## src/rtl/mem_arb_pkg.sv

```systemverilog
// Shared types and default sizing for the IF/DM memory port arbiter.
package mem_arb_pkg;

  typedef enum logic [1:0] {
    GNT_NONE = 2'd0,
    GNT_IF   = 2'd1,
    GNT_DM   = 2'd2
  } gnt_e;

  localparam int DATA_W_DEF     = 32;
  localparam int ADDR_W_DEF     = 32;
  localparam int STARVE_MAX_DEF = 4;

endpackage

```

## src/rtl/arb_starve_cnt.sv

```systemverilog
// Saturating count of consecutive cycles in which a pending fetch was denied.
module arb_starve_cnt
  import mem_arb_pkg::*;
#(
  parameter int STARVE_MAX = STARVE_MAX_DEF,
  parameter int CNT_W      = $clog2(STARVE_MAX + 1)
) (
  input  logic             clk,
  input  logic             rst,
  input  logic             clr,
  input  logic             incr,
  output logic [CNT_W-1:0] cnt,
  output logic             at_max
);

  assign at_max = (cnt == CNT_W'(STARVE_MAX));

  // Clear wins over increment; the count holds once it reaches the limit.
  always_ff @(posedge clk or negedge rst) begin
    if (!rst) begin
      cnt <= '0;
    end else if (clr) begin
      cnt <= '0;
    end else if (incr && !at_max) begin
      cnt <= cnt + CNT_W'(1);
    end
  end

endmodule

```

## src/rtl/mem_port_arbiter.sv

```systemverilog
// Single-port memory arbiter between fetch (IF) and data (DM) requesters,
// DM-priority with starvation escape, registered one-cycle responses.
module mem_port_arbiter
  import mem_arb_pkg::*;
#(
  parameter int DATA_W     = DATA_W_DEF,
  parameter int ADDR_W     = ADDR_W_DEF,
  parameter int STARVE_MAX = STARVE_MAX_DEF
) (
  input  logic              clk,
  input  logic              rst,
  input  logic              if_req,
  input  logic [ADDR_W-1:0] if_addr,
  output logic              if_gnt,
  output logic              if_rvalid,
  output logic [DATA_W-1:0] if_rdata,
  input  logic              dm_req,
  input  logic              dm_we,
  input  logic [ADDR_W-1:0] dm_addr,
  input  logic [DATA_W-1:0] dm_wdata,
  output logic              dm_gnt,
  output logic              dm_rvalid,
  output logic [DATA_W-1:0] dm_rdata,
  output logic [ADDR_W-1:0] mem_addr,
  output logic [DATA_W-1:0] mem_wdata,
  output logic              mem_we,
  input  logic [DATA_W-1:0] mem_rdata
);

  localparam int CNT_W = $clog2(STARVE_MAX + 1);

  gnt_e             gnt;
  logic             at_max;
  logic [CNT_W-1:0] starve_cnt;

  arb_starve_cnt #(
    .STARVE_MAX (STARVE_MAX),
    .CNT_W      (CNT_W)
  ) u_starve (
    .clk    (clk),
    .rst    (rst),
    .clr    (!if_req || if_gnt),
    .incr   (if_req && !if_gnt),
    .cnt    (starve_cnt),
    .at_max (at_max)
  );

  // Grant is gated by reset so nothing reaches the memory while rst is low.
  always_comb begin
    gnt = GNT_NONE;
    if (rst) begin
      if (dm_req && !(if_req && at_max)) gnt = GNT_DM;
      else if (if_req)                   gnt = GNT_IF;
    end
  end

  assign if_gnt = (gnt == GNT_IF);
  assign dm_gnt = (gnt == GNT_DM);

  always_comb begin
    mem_addr  = '0;
    mem_wdata = '0;
    mem_we    = 1'b0;
    unique case (gnt)
      GNT_IF: mem_addr = if_addr;
      GNT_DM: begin
        mem_addr  = dm_addr;
        mem_wdata = dm_wdata;
        mem_we    = dm_we;
      end
      default: ;
    endcase
  end

  // Response stage: capture combinational read data at the end of the grant cycle.
  always_ff @(posedge clk or negedge rst) begin
    if (!rst) begin
      if_rvalid <= 1'b0;
      dm_rvalid <= 1'b0;
      if_rdata  <= '0;
      dm_rdata  <= '0;
    end else begin
      if_rvalid <= (gnt == GNT_IF);
      dm_rvalid <= (gnt == GNT_DM);
      if (gnt == GNT_IF)            if_rdata <= mem_rdata;
      if (gnt == GNT_DM && !dm_we)  dm_rdata <= mem_rdata;
    end
  end

endmodule

```

## config.mk

```make
export PLATFORM = sky130hd
export DESIGN_NAME = mem_port_arbiter
export DESIGN_NICKNAME = d
export VERILOG_FILES = /design/src/rtl/mem_arb_pkg.sv /design/src/rtl/arb_starve_cnt.sv /design/src/rtl/mem_port_arbiter.sv
export SDC_FILE = /design/constraint.sdc
export NUM_CORES = 1
export LEC_CHECK = 0
export ABC_AREA = 1
export BUFFER_PORTS_ARGS = -buffer_cell sky130_fd_sc_hd__buf_2
export CAP_MARGIN = 5
export CORE_MARGIN = 5
export CORE_UTILIZATION = 38
export CTS_BUF_LIST = sky130_fd_sc_hd__clkbuf_2
export CTS_CLUSTER_SIZE = 24
export DETAILED_ROUTE_END_ITERATION = 10
export PLACE_DENSITY = 0.8
export SLEW_MARGIN = 10
export SYNTH_ARGS = -nofsm -noshare
export SYNTH_HDL_FRONTEND = slang
export SYNTH_SLANG_ARGS = --single-unit
```

## constraint.sdc

```tcl
create_clock -name clk -period 2.2 [get_ports clk]
set_clock_uncertainty 0.1 [all_clocks]
set_input_delay 0.11 -clock clk [delete_from_list [all_inputs] [get_ports clk]]
set_output_delay 0.11 -clock clk [all_outputs]
set_load 0.02 [all_outputs]
```

==> Word level (Yosys, flattened, before mapping) <==
Cells that the tools add are included.
{ "totals": {"word_cells": 29, "ff_bits": 69} }
{ "classes": {"reduce_logical": 12, "add_sub_neg": 1, "eq_ne": 3, "n_mux": 8} }
{ "ops": {"columns": ["operator", "count"], "rows": [
  ["32-bit case mux with 2 select lines", 1],
  ["32-bit two-way mux", 1],
  ["3-bit two-way mux", 2],
  ["1-bit logical AND", 5],
  ["1-bit zero test", 5],
  ["2-bit two-way mux", 2],
  ["3-bit by 1-bit adder with 3-bit output (second input constant)", 1],
  ["3-bit == test (second input constant)", 1],
  ["2-bit by 1-bit == test with 1-bit output (second input constant)", 1],
  ["2-bit == test (second input constant)", 1],
  ["1-bit two-way mux", 2],
  ["2-bit nonzero test", 1],
  ["1-bit logical OR", 1]
]} }

==> Depth between registers and ports, before layout <==
Gate-level depths: netlist of run 1.
{ "depth": {"ltp_word": 12, "ltp_mapped": 12, "mapped_depth_nobuf": 10} }

==> Hierarchy <==
A second synthesis of run 1 with hierarchy kept.
{ "unflattened": {"hier_cells": 428, "hier_area_um2": 3565.9} }
{ "by_module_without_submodules": {"columns": ["mod", "seq_area_each_um2", "cells_each", "instances", "area_per_inst_um2"], "rows": [
  ["mem_port_arbiter", 1651.6, 403, 1, 3380.7],
  ["arb_starve_cnt", 75.1, 25, 1, 185.2]
]} }

==> Worst setup path after synthesis of run 1 <==
OpenSTA, ideal clock, no wires.
{ "synth_path": {"kind": "register to output", "start": "register u_starve.cnt[0]", "end": "output mem_addr[0]", "path_slack_ns": -0.182, "arrival_ns": 2.172, "required_time_ns": 1.990, "stages_incl_launch_ff": 12, "path_buffers": 2, "cell_sequence": "dfrtp_1 inv_1 ha_1 nand3_4 nand2_1 nand3_1 inv_1 ha_1 buf_2 buf_2 nand2_1 a21oi_1"} }
{ "synth_via": {"elab_chain_len": 8} }
{ "synth_rtl": {"columns": ["item", "line", "source"], "rows": [
  ["start, declared", "arb_starve_cnt.sv:12", "output logic [CNT_W-1:0] cnt,"],
  ["start signal, assigned", "arb_starve_cnt.sv:25", "cnt <= cnt + CNT_W'(1);"],
  ["3-bit == test", "arb_starve_cnt.sv:16", "assign at_max = (cnt == CNT_W'(STARVE_MAX));"],
  ["1-bit logical AND", "mem_port_arbiter.sv:52", "if (dm_req && !(if_req && at_max)) gnt = GNT_DM;"],
  ["1-bit zero test", "mem_port_arbiter.sv:52", null],
  ["1-bit logical AND", "mem_port_arbiter.sv:52", null],
  ["2-bit two-way mux", "mem_port_arbiter.sv:52", null],
  ["2-bit two-way mux", "mem_port_arbiter.sv:51", "if (rst) begin"],
  ["2-bit by 1-bit == test with 1-bit output", null, null],
  ["named net if_gnt", "mem_port_arbiter.sv:14", "output logic if_gnt,"],
  ["32-bit case mux with 2 select lines", "mem_port_arbiter.sv:64", "unique case (gnt)"],
  ["end, declared", "mem_port_arbiter.sv:24", "output logic [ADDR_W-1:0] mem_addr,"]
]} }
The timed path passes the listed nets, and every way through them passes these cells.

==> Final worst setup path of run 1 <==
{ "layout_path": {"start": "register u_starve.cnt[0]", "end": "output mem_addr[0]"} }
{ "layout_via": {"elab_chain_len": 8} }
{ "layout_rtl": {"columns": ["item", "line"], "rows": [
  ["3-bit == test (*)", "arb_starve_cnt.sv:16"],
  ["1-bit logical AND (*)", "mem_port_arbiter.sv:52"],
  ["1-bit zero test (*)", "mem_port_arbiter.sv:52"],
  ["1-bit logical AND (*)", "mem_port_arbiter.sv:52"],
  ["2-bit two-way mux (*)", "mem_port_arbiter.sv:52"],
  ["2-bit two-way mux (*)", "mem_port_arbiter.sv:51"],
  ["2-bit == test / 2-bit by 1-bit == test with 1-bit output (equally long branches)", "mem_port_arbiter.sv:64"],
  ["32-bit case mux with 2 select lines (*)", "mem_port_arbiter.sv:64"]
]} }
Mark *: on every way between the ends. The rest lies on a longest branch, timed or not.

==> key figures, run 1 <==
Status
  – Outcome: complete, but fails checks
  – Failing checks: negative setup slack

Worst setup path
  – Crit path max fanout: 6
  – Critical Path AT: about 2300 ps
  – CP peak stage delay: roughly 420 ps
  – WS Path Type: reg -> out
  – CP max stage cell: dfrtp_1
  – Worst r2r src: u_starve.cnt[0]
  – Crit-path cells: inv_2 -> ha_4 -> nand3_4 -> nand2_2 -> nand3_2 -> inv_2 -> ha_4 -> buf_12 -> buf_8 -> nand2_2 -> a21oi_4 -> buf_6
  – Type of origin of the critical path: flop
  – Largest delay share family, worst path: buffers and inverters
  – Crit. End Element: primary output
  – WP buf/inv: 5
  – Reg2Reg Capture Point: if_rdata[18]
  – R2R setup slack: -20 ps
  – Worst Path Required: around 2000 ps
  – Reg2reg path depth: 11

Timing
  – Worst setup margin: -255.1 ps
  – Pins Over Slew Limit: 0
  – Final worst path period need: 2455 ps
  – Relative slew margins: 0.5162
  – Fin crit share: 1.116
  – Worst slew pin tran: approximately 730 ps
  – Fin Hold WS: between 200 and 300 ps
  – F_max: between 400 and 500 MHz
  – RSZ-0062 raised after global routing: true
  – Final hold viol count: 0
  – Setup violations, final: 71

Cells and area
  – Area grow syn2layout: 85.82%
  – Commonest non-fill, non-tap cell in the layout: buf_2
  – Most frequent cells in the layout: buf_2 (230), nand2_1 (141), dfrtp_1 (69)
  – Final instance area: 6573 µm²
  – Layout net count: 893
  – Ant diodes: 0
  – Share of layout cells above drive strength 1: 0.5414

Power
  – Total power draw: ~3.8 mW
  – Max VDD drop: 552.7 µV
  – Leak: roughly 3.5 nW
  – Pwr/cell area: just under 600 nW/µm²

Detailed routing
  – WL/cell: 18.31 µm
  – Post-route DRC: 0
  – Vias: between 4000 and 5000
  – Via density: 5.122
  – Violation count after the first detailed-route iteration: 311
  – Pre-antenna DRT Iters: 6
  – WL final: roughly 16000 µm
  – Antenna-violating nets left: 0

GRT
  – Global routing's busiest layer: met2
  – Largest net degree at the start of global routing: 61
  – Met2 Resource Use GR: 0.4557
  – Total gr overflow: 0
  – GRT met1 Usage: 0.2657
  – Met3 Use GR: 0.07165
  – First-pass GRT wire length: 22090 µm
  – Total track usage: 0.2444
  – Number of global-route vias before repair: between 4000 and 5000
  – Antenna violations before repair: 0

Die
  – CORE AREA: 9153 µm²
  – Die Y: 106.5 µm
  – Chip width: 106.5 µm
  – DIE AREA: ~11000 µm²
  – I/O Pins: about 270
  – Row count: 35
  – Initial Util: 0.3865

Clock tree
  – CTS tree: yes
  – Max H-tree Level: 3
  – Skew-Pair Late Insertion Delay: between 400 and 500 ps
  – CTS max path bufs: 2
  – Num CTS Buffers: 9
  – Clock transition at path regs: roughly 200 ps
  – Clock tree root driver cell: clkbuf_2
  – Num Clock Sinks: between 60 and 70

Place
  – Post-Place Cell Area: a little over 5000 µm²
  – Detailed Place HPWL: 9511 µm
  – Port Buf Inserts: approximately 270
  – RD Place Congestion: just under 0.8

Yosys
  – Avg Cell Area, Syn: 8.442 µm²
  – YS warnings: 0
  – Mapped Nets: approximately 560
  – Post-Syn Area: around 3500 µm²
  – Post-synthesis sequential element count: around 70
  – Post-synthesis sequential area ratio: 0.4881
  – Post-synthesis cell type count: 18
  – Syn Inst Count: between 400 and 500

Min path
  – Hold Path Class: in -> async

Job
  – # Max-Cap Violations: 0
==> per-layer routing <==
metal,wire length (µm),up-vias,part of all wire
met5,0,-,0
li1,-,2024,-
met4,706,0,0.044
met1,5537,2102,0.35
met2,8363,267,0.52
met3,1357,73,0.085
==> synthesized netlist by cell type <==
| library cell | number | share of area |
|---|---|---|
| ha_1 | 4 | 0.014 |
| a31oi_1 | 1 | 0.0018 |
| nor2_4 | 1 | 0.0032 |
| mux2_2 | 32 | 0.10 |
| nand2_1 | 168 | 0.18 |
| inv_1 | 41 | 0.044 |
| nand3_1 | 3 | 0.0042 |
| clkbuf_1 | 6 | 0.0064 |
| buf_6 | 3 | 0.0096 |
| nand4_2 | 1 | 0.0035 |
| a21oi_1 | 32 | 0.045 |
| o21ai_0 | 1 | 0.0014 |
| buf_2 | 21 | 0.030 |
| nand3_4 | 2 | 0.0099 |
| nand4_1 | 31 | 0.055 |
| dfrtp_1 | 69 | 0.49 |
| buf_4 | 1 | 0.0021 |
| nor2_1 | 2 | 0.0021 |
==> cell type report <==
class	count	area, µm²
fill	608	2580
clock buffer	10	50.05
inverter	41	153.9
timing repair buffer	357	2595
tap	111	138.9
clock inverter	6	47.55
multi-input combinational	278	1861
sequential	69	1727
==> worst max path at each step <==
stage,from,to,slack [ps],cells past startpoint
final,u_starve.cnt[0],mem_addr[0],-260,12
after global routing,u_starve.cnt[0],mem_addr[31],-390,12
after CTS,u_starve.cnt[1],mem_addr[13],-240,11
after detailed placement,u_starve.cnt[0],if_rdata[18],5,9
after global placement,u_starve.cnt[0],if_rdata[22],90,9
after floorplan,u_starve.cnt[0],mem_addr[16],-4,11
==> kinds of logic (layout without fill, tap and decap cells) <==
| family | Yosys count | count (layout) | synth area share |
|---|---|---|---|
| and+or+nand+nor | 208 | 208 | 0.2561 |
| buffers and inverters | 72 | 414 | 0.09126 |
| DFF | 69 | 69 | 0.4882 |
| AOI/OAI and AO/OA | 34 | 34 | 0.04846 |
| muxes | 32 | 32 | 0.1019 |
| adders and majority gates | 4 | 4 | 0.01415 |
==> sequential cells by signal, summed over array words and instances, names as in the netlist <==
register / flops
dm_rdata: 32
dm_rvalid: 1
if_rdata: 32
if_rvalid: 1
u_starve.cnt: 3
==> per-stage QoR <==
stage	TNS, ps	cells	util	setup WS [ps]
floorplan	-90.17	419	-	-3.920
global placement	0	775	0.5625	89.96
detailed placement	0	775	0.5625	5.365
CTS	-12060	867	0.6849	-238.1
global route	-22060	872	0.7181	-390.8
finish	-11330	872	0.7181	-255.1
==> where the power goes <==
group / switching, mW / internal, mW / total, mW
Combinational: 0.879 / 0.641 / 1.52
Clock: 0.476 / 0.157 / 0.633
Sequential: 0.136 / 1.50 / 1.63
Total: 1.49 / 2.30 / 3.79
==> worst reg2reg max path, stage by stage, from the launching register on <==
cell	delay [ps]
dfrtp_1	420
inv_2	90
ha_4	150
nand3_4	90
nand2_2	80
nand3_2	70
inv_2	70
ha_4	140
buf_12	130
buf_8	120
buf_4	270
mux2_2	390
==> repair_timing <==
| item | in CTS | in global routing |
|---|---|---|
| hold endpoints to repair | 77 | 0 |
| gates resized for setup | 66 | 63 |
| endpoints found under the setup margin | 73 | 78 |
| setup buffers | 7 | 4 |
| hold buffers | 64 | 0 |
| pin swaps | 1 | 34 |
| gates cloned | 5 | 4 |
No activity file was read; power rests on OpenSTA's default activity.
==> run 2: changes to the inputs <==
--- a/config.mk
+++ b/config.mk
@@ -14,6 +14,7 @@
 export CTS_CLUSTER_SIZE = 24
 export DETAILED_ROUTE_END_ITERATION = 10
 export PLACE_DENSITY = 0.8
+export REMOVE_ABC_BUFFERS = 1
 export SLEW_MARGIN = 10
 export SYNTH_ARGS = -nofsm -noshare
 export SYNTH_HDL_FRONTEND = slang
==> run 2 against run 1 <==
Effect of this change:
- the run still ends with negative setup slack left
- core utilization fell by 1.9 points
- cell count fell by 2.2%
- design area fell by 2.7%
- first-iteration DRC count fell by 0.64%
- fmax fell by 3.2%
- sequential share of layout area rose by 0.72 points
- highest routed layer unchanged
- register-to-register slack barely moved
==> key figures, run 2 (synthesis gave the netlist of run 1 again) <==
Detailed routing
  – Antenna-violating nets left: 0 (unchanged)
  – WL final: 16240 µm (was 15970 µm)
  – Post-route DRC: 0 (unchanged)
  – Vias: 4424 (was 4466)
  – Via density: 5.186 (was 5.122)
  – Pre-antenna DRT Iters: 5 (was 6)
  – WL/cell: 19.03 µm (was 18.31 µm)
  – Violation count after the first detailed-route iteration: 309 (was 311)

Timing
  – Pins Over Slew Limit: 0 (unchanged)
  – Worst slew pin tran: 508.7 ps (was 725.7 ps)
  – Setup violations, final: 77 (was 71)
  – Final hold viol count: 0 (unchanged)
  – Worst setup margin: -336.4 ps (was -255.1 ps)
  – Relative slew margins: 0.6609 (was 0.5162)
  – Fin Hold WS: 64.32 ps (was 252.5 ps)
  – Fin crit share: 1.153 (was 1.116)
  – Final worst path period need: 2536 ps (was 2455 ps)
  – F_max: 394.3 MHz (was 407.3 MHz)
  – RSZ-0062 raised after global routing: true (unchanged)

Clock tree
  – Clock tree root driver cell: clkbuf_2 (unchanged)
  – Clock transition at path regs: 220 ps (was 200 ps)
  – Skew-Pair Late Insertion Delay: 500 ps (was 460 ps)
  – Num CTS Buffers: 9 (unchanged)
  – Max H-tree Level: 3 (unchanged)
  – CTS max path bufs: 2 (unchanged)
  – Num Clock Sinks: 69 (unchanged)
  – CTS tree: yes (unchanged)

Worst setup path
  – CP max stage cell: dfrtp_1 (unchanged)
  – Critical Path AT: 2330 ps (was 2250 ps)
  – Crit-path cells: inv_2 -> ha_4 -> nand3_4 -> nand2_2 -> nand3_2 -> inv_2 -> ha_4 -> buf_12 -> buf_16 -> nand2_1 -> a21oi_2 -> buf_4 (was inv_2 -> ha_4 -> nand3_4 -> nand2_2 -> nand3_2 -> inv_2 -> ha_4 -> buf_12 -> buf_8 -> nand2_2 -> a21oi_4 -> buf_6)
  – Worst Path Required: 1990 ps (about the same)
  – Type of origin of the critical path: flop (unchanged)
  – Crit path max fanout: 9 (was 6)
  – WS Path Type: reg -> out (unchanged)
  – CP peak stage delay: 450 ps (was 420 ps)
  – Crit. End Element: primary output (unchanged)

Die
  – Initial Util: 0.3865 (unchanged)
  – I/O Pins: 266 (unchanged)
  – Row count: 35 (unchanged)
  – Die Y: 106.5 µm (unchanged)
  – Chip width: 106.5 µm (unchanged)
  – DIE AREA: 11340 µm² (unchanged)
  – CORE AREA: 9153 µm² (unchanged)

Power
  – Gate power share: 0.378 (was 0.401)
  – Total power draw: 4.101 mW (was 3.787 mW)
  – Psw: 1.532 mW (was 1.491 mW)
  – Leak: 3.597 nW (was 3.549 nW)
  – Sequential power share: 0.400 (was 0.431)
  – Power Internal: 2.569 mW (was 2.296 mW)
  – Max VDD drop: 521.7 µV (was 552.7 µV)
  – Switching Share: 0.3736 (was 0.3937)
  – Pwr/cell area: 641.0 nW/µm² (was 576.2 nW/µm²)
  – Power share of the clock group: 0.222 (was 0.167)

GRT
  – Total gr overflow: 0 (unchanged)
  – Number of global-route vias before repair: 4350 (was 4423)
  – Total track usage: 0.2545 (was 0.2444)
  – Largest net degree at the start of global routing: 102 (was 61)
  – Antenna violations before repair: 0 (unchanged)
  – First-pass GRT wire length: 22590 µm (was 22090 µm)

Status
  – Failing checks: negative setup slack (unchanged)
  – Outcome: complete, but fails checks (unchanged)

Place
  – Port Buf Inserts: 265 (unchanged)
  – Detailed Place HPWL: 9686 µm (was 9511 µm)
  – RD Place Congestion: 0.9253 (was 0.7799)
  – Pre-CTS setup slack: -23.13 ps (was 5.365 ps)

Cells and area
  – Commonest non-fill, non-tap cell in the layout: buf_2 (unchanged)
  – Sequential Area: 1727 µm² (unchanged)
  – # fillers: 673 (was 608)
  – Area grow syn2layout: 80.86% (was 85.82%)
  – Largest regs: dm_rdata (32), if_rdata (32), u_starve.cnt (3) (unchanged)
  – Layout net count: 874 (was 893)
  – Share of layout cells above drive strength 1: 0.5418 (was 0.5414)
  – Most frequent cells in the layout: buf_2 (214), nand2_1 (156), dfrtp_1 (69) (was buf_2 (230), nand2_1 (141), dfrtp_1 (69))
  – Ant diodes: 0 (unchanged)
  – Area occupied by multi-input gates: 1804 µm² (was 1861 µm²)

Job
  – # Max-Cap Violations: 0 (unchanged)

Min path
  – Hold Path Class: in -> reg (was in -> async)
-- run 2: final timing paths --
kind	start	to	slack, ps	depth (start not counted)
setup / recovery	u_starve.cnt[0]	mem_addr[4]	-340	12
hold / removal	dm_we	dm_rdata[10]	60	5
setup reg to reg	u_starve.cnt[0]	if_rdata[26]	-20	12
hold reg to reg	dm_rdata[22]	dm_rdata[22]	410	2
max in group asynchronous	rst	if_rdata[27]	1450	3
min in group asynchronous	rst	dm_rdata[14]	130	3
-- run 2: routing by layer --
metal  GRT usage  vias to the layer above  part of all wire
met3     0.08743                       56              0.10
met4      0.1096                        0             0.039
li1            -                     1977                 -
met2      0.4475                      325              0.50
met5           0                        -                 0
met1      0.2781                     2066              0.36
-- run 2: cell type report --
class	instances	area share
well taps	111	0.02171
repair buffers	338	0.3788
flip-flops and latches	69	0.2699
clock buffers	9	0.007041
clock inverters	7	0.01643
inverters	41	0.02406
multi-input cells	278	0.2820
-- run 2: critical path: cells and delay by family, from the launching register on --
kind / cells / cell delay [ps]
buffers and inverters: 5 / 580
adders and majority gates: 2 / 350
AOI/OAI and AO/OA: 1 / 140
DFF: 1 / 450
and+or+nand+nor: 4 / 330
-- run 2: timing repair --
item	CTS	global route
gates resized for setup	106	66
endpoints found under the setup margin	66	96
hold buffers	36	0
pin swaps	25	11
hold endpoints to repair	137	0
buffers inserted	14	5
gates cloned	5	4
-- run 2: stage by stage --
step	std cells	TNS, ps	instance area (µm²)	utilization
6_report	853	-16410	6397	0.6990
5_1_grt	853	-25140	6397	0.6990
4_1_cts	845	-16240	6047	0.6607
3_5_place_dp	774	-26.48	4964	0.5423
3_3_place_gp	774	0	4964	0.5423
2_1_floorplan	388	-84300	3368	-
-- run 2: power by group through the flow --
stage | Combinational [mW] | Clock [mW] | Sequential [mW]
2_1_floorplan | 0.374 | 0 | 1.92
3_3_place_gp | 1.22 | 0 | 1.63
3_5_place_dp | 1.24 | 0 | 1.64
4_1_cts | 1.40 | 0.927 | 1.62
5_1_grt | 1.65 | 0.977 | 1.67
6_report | 1.55 | 0.908 | 1.64
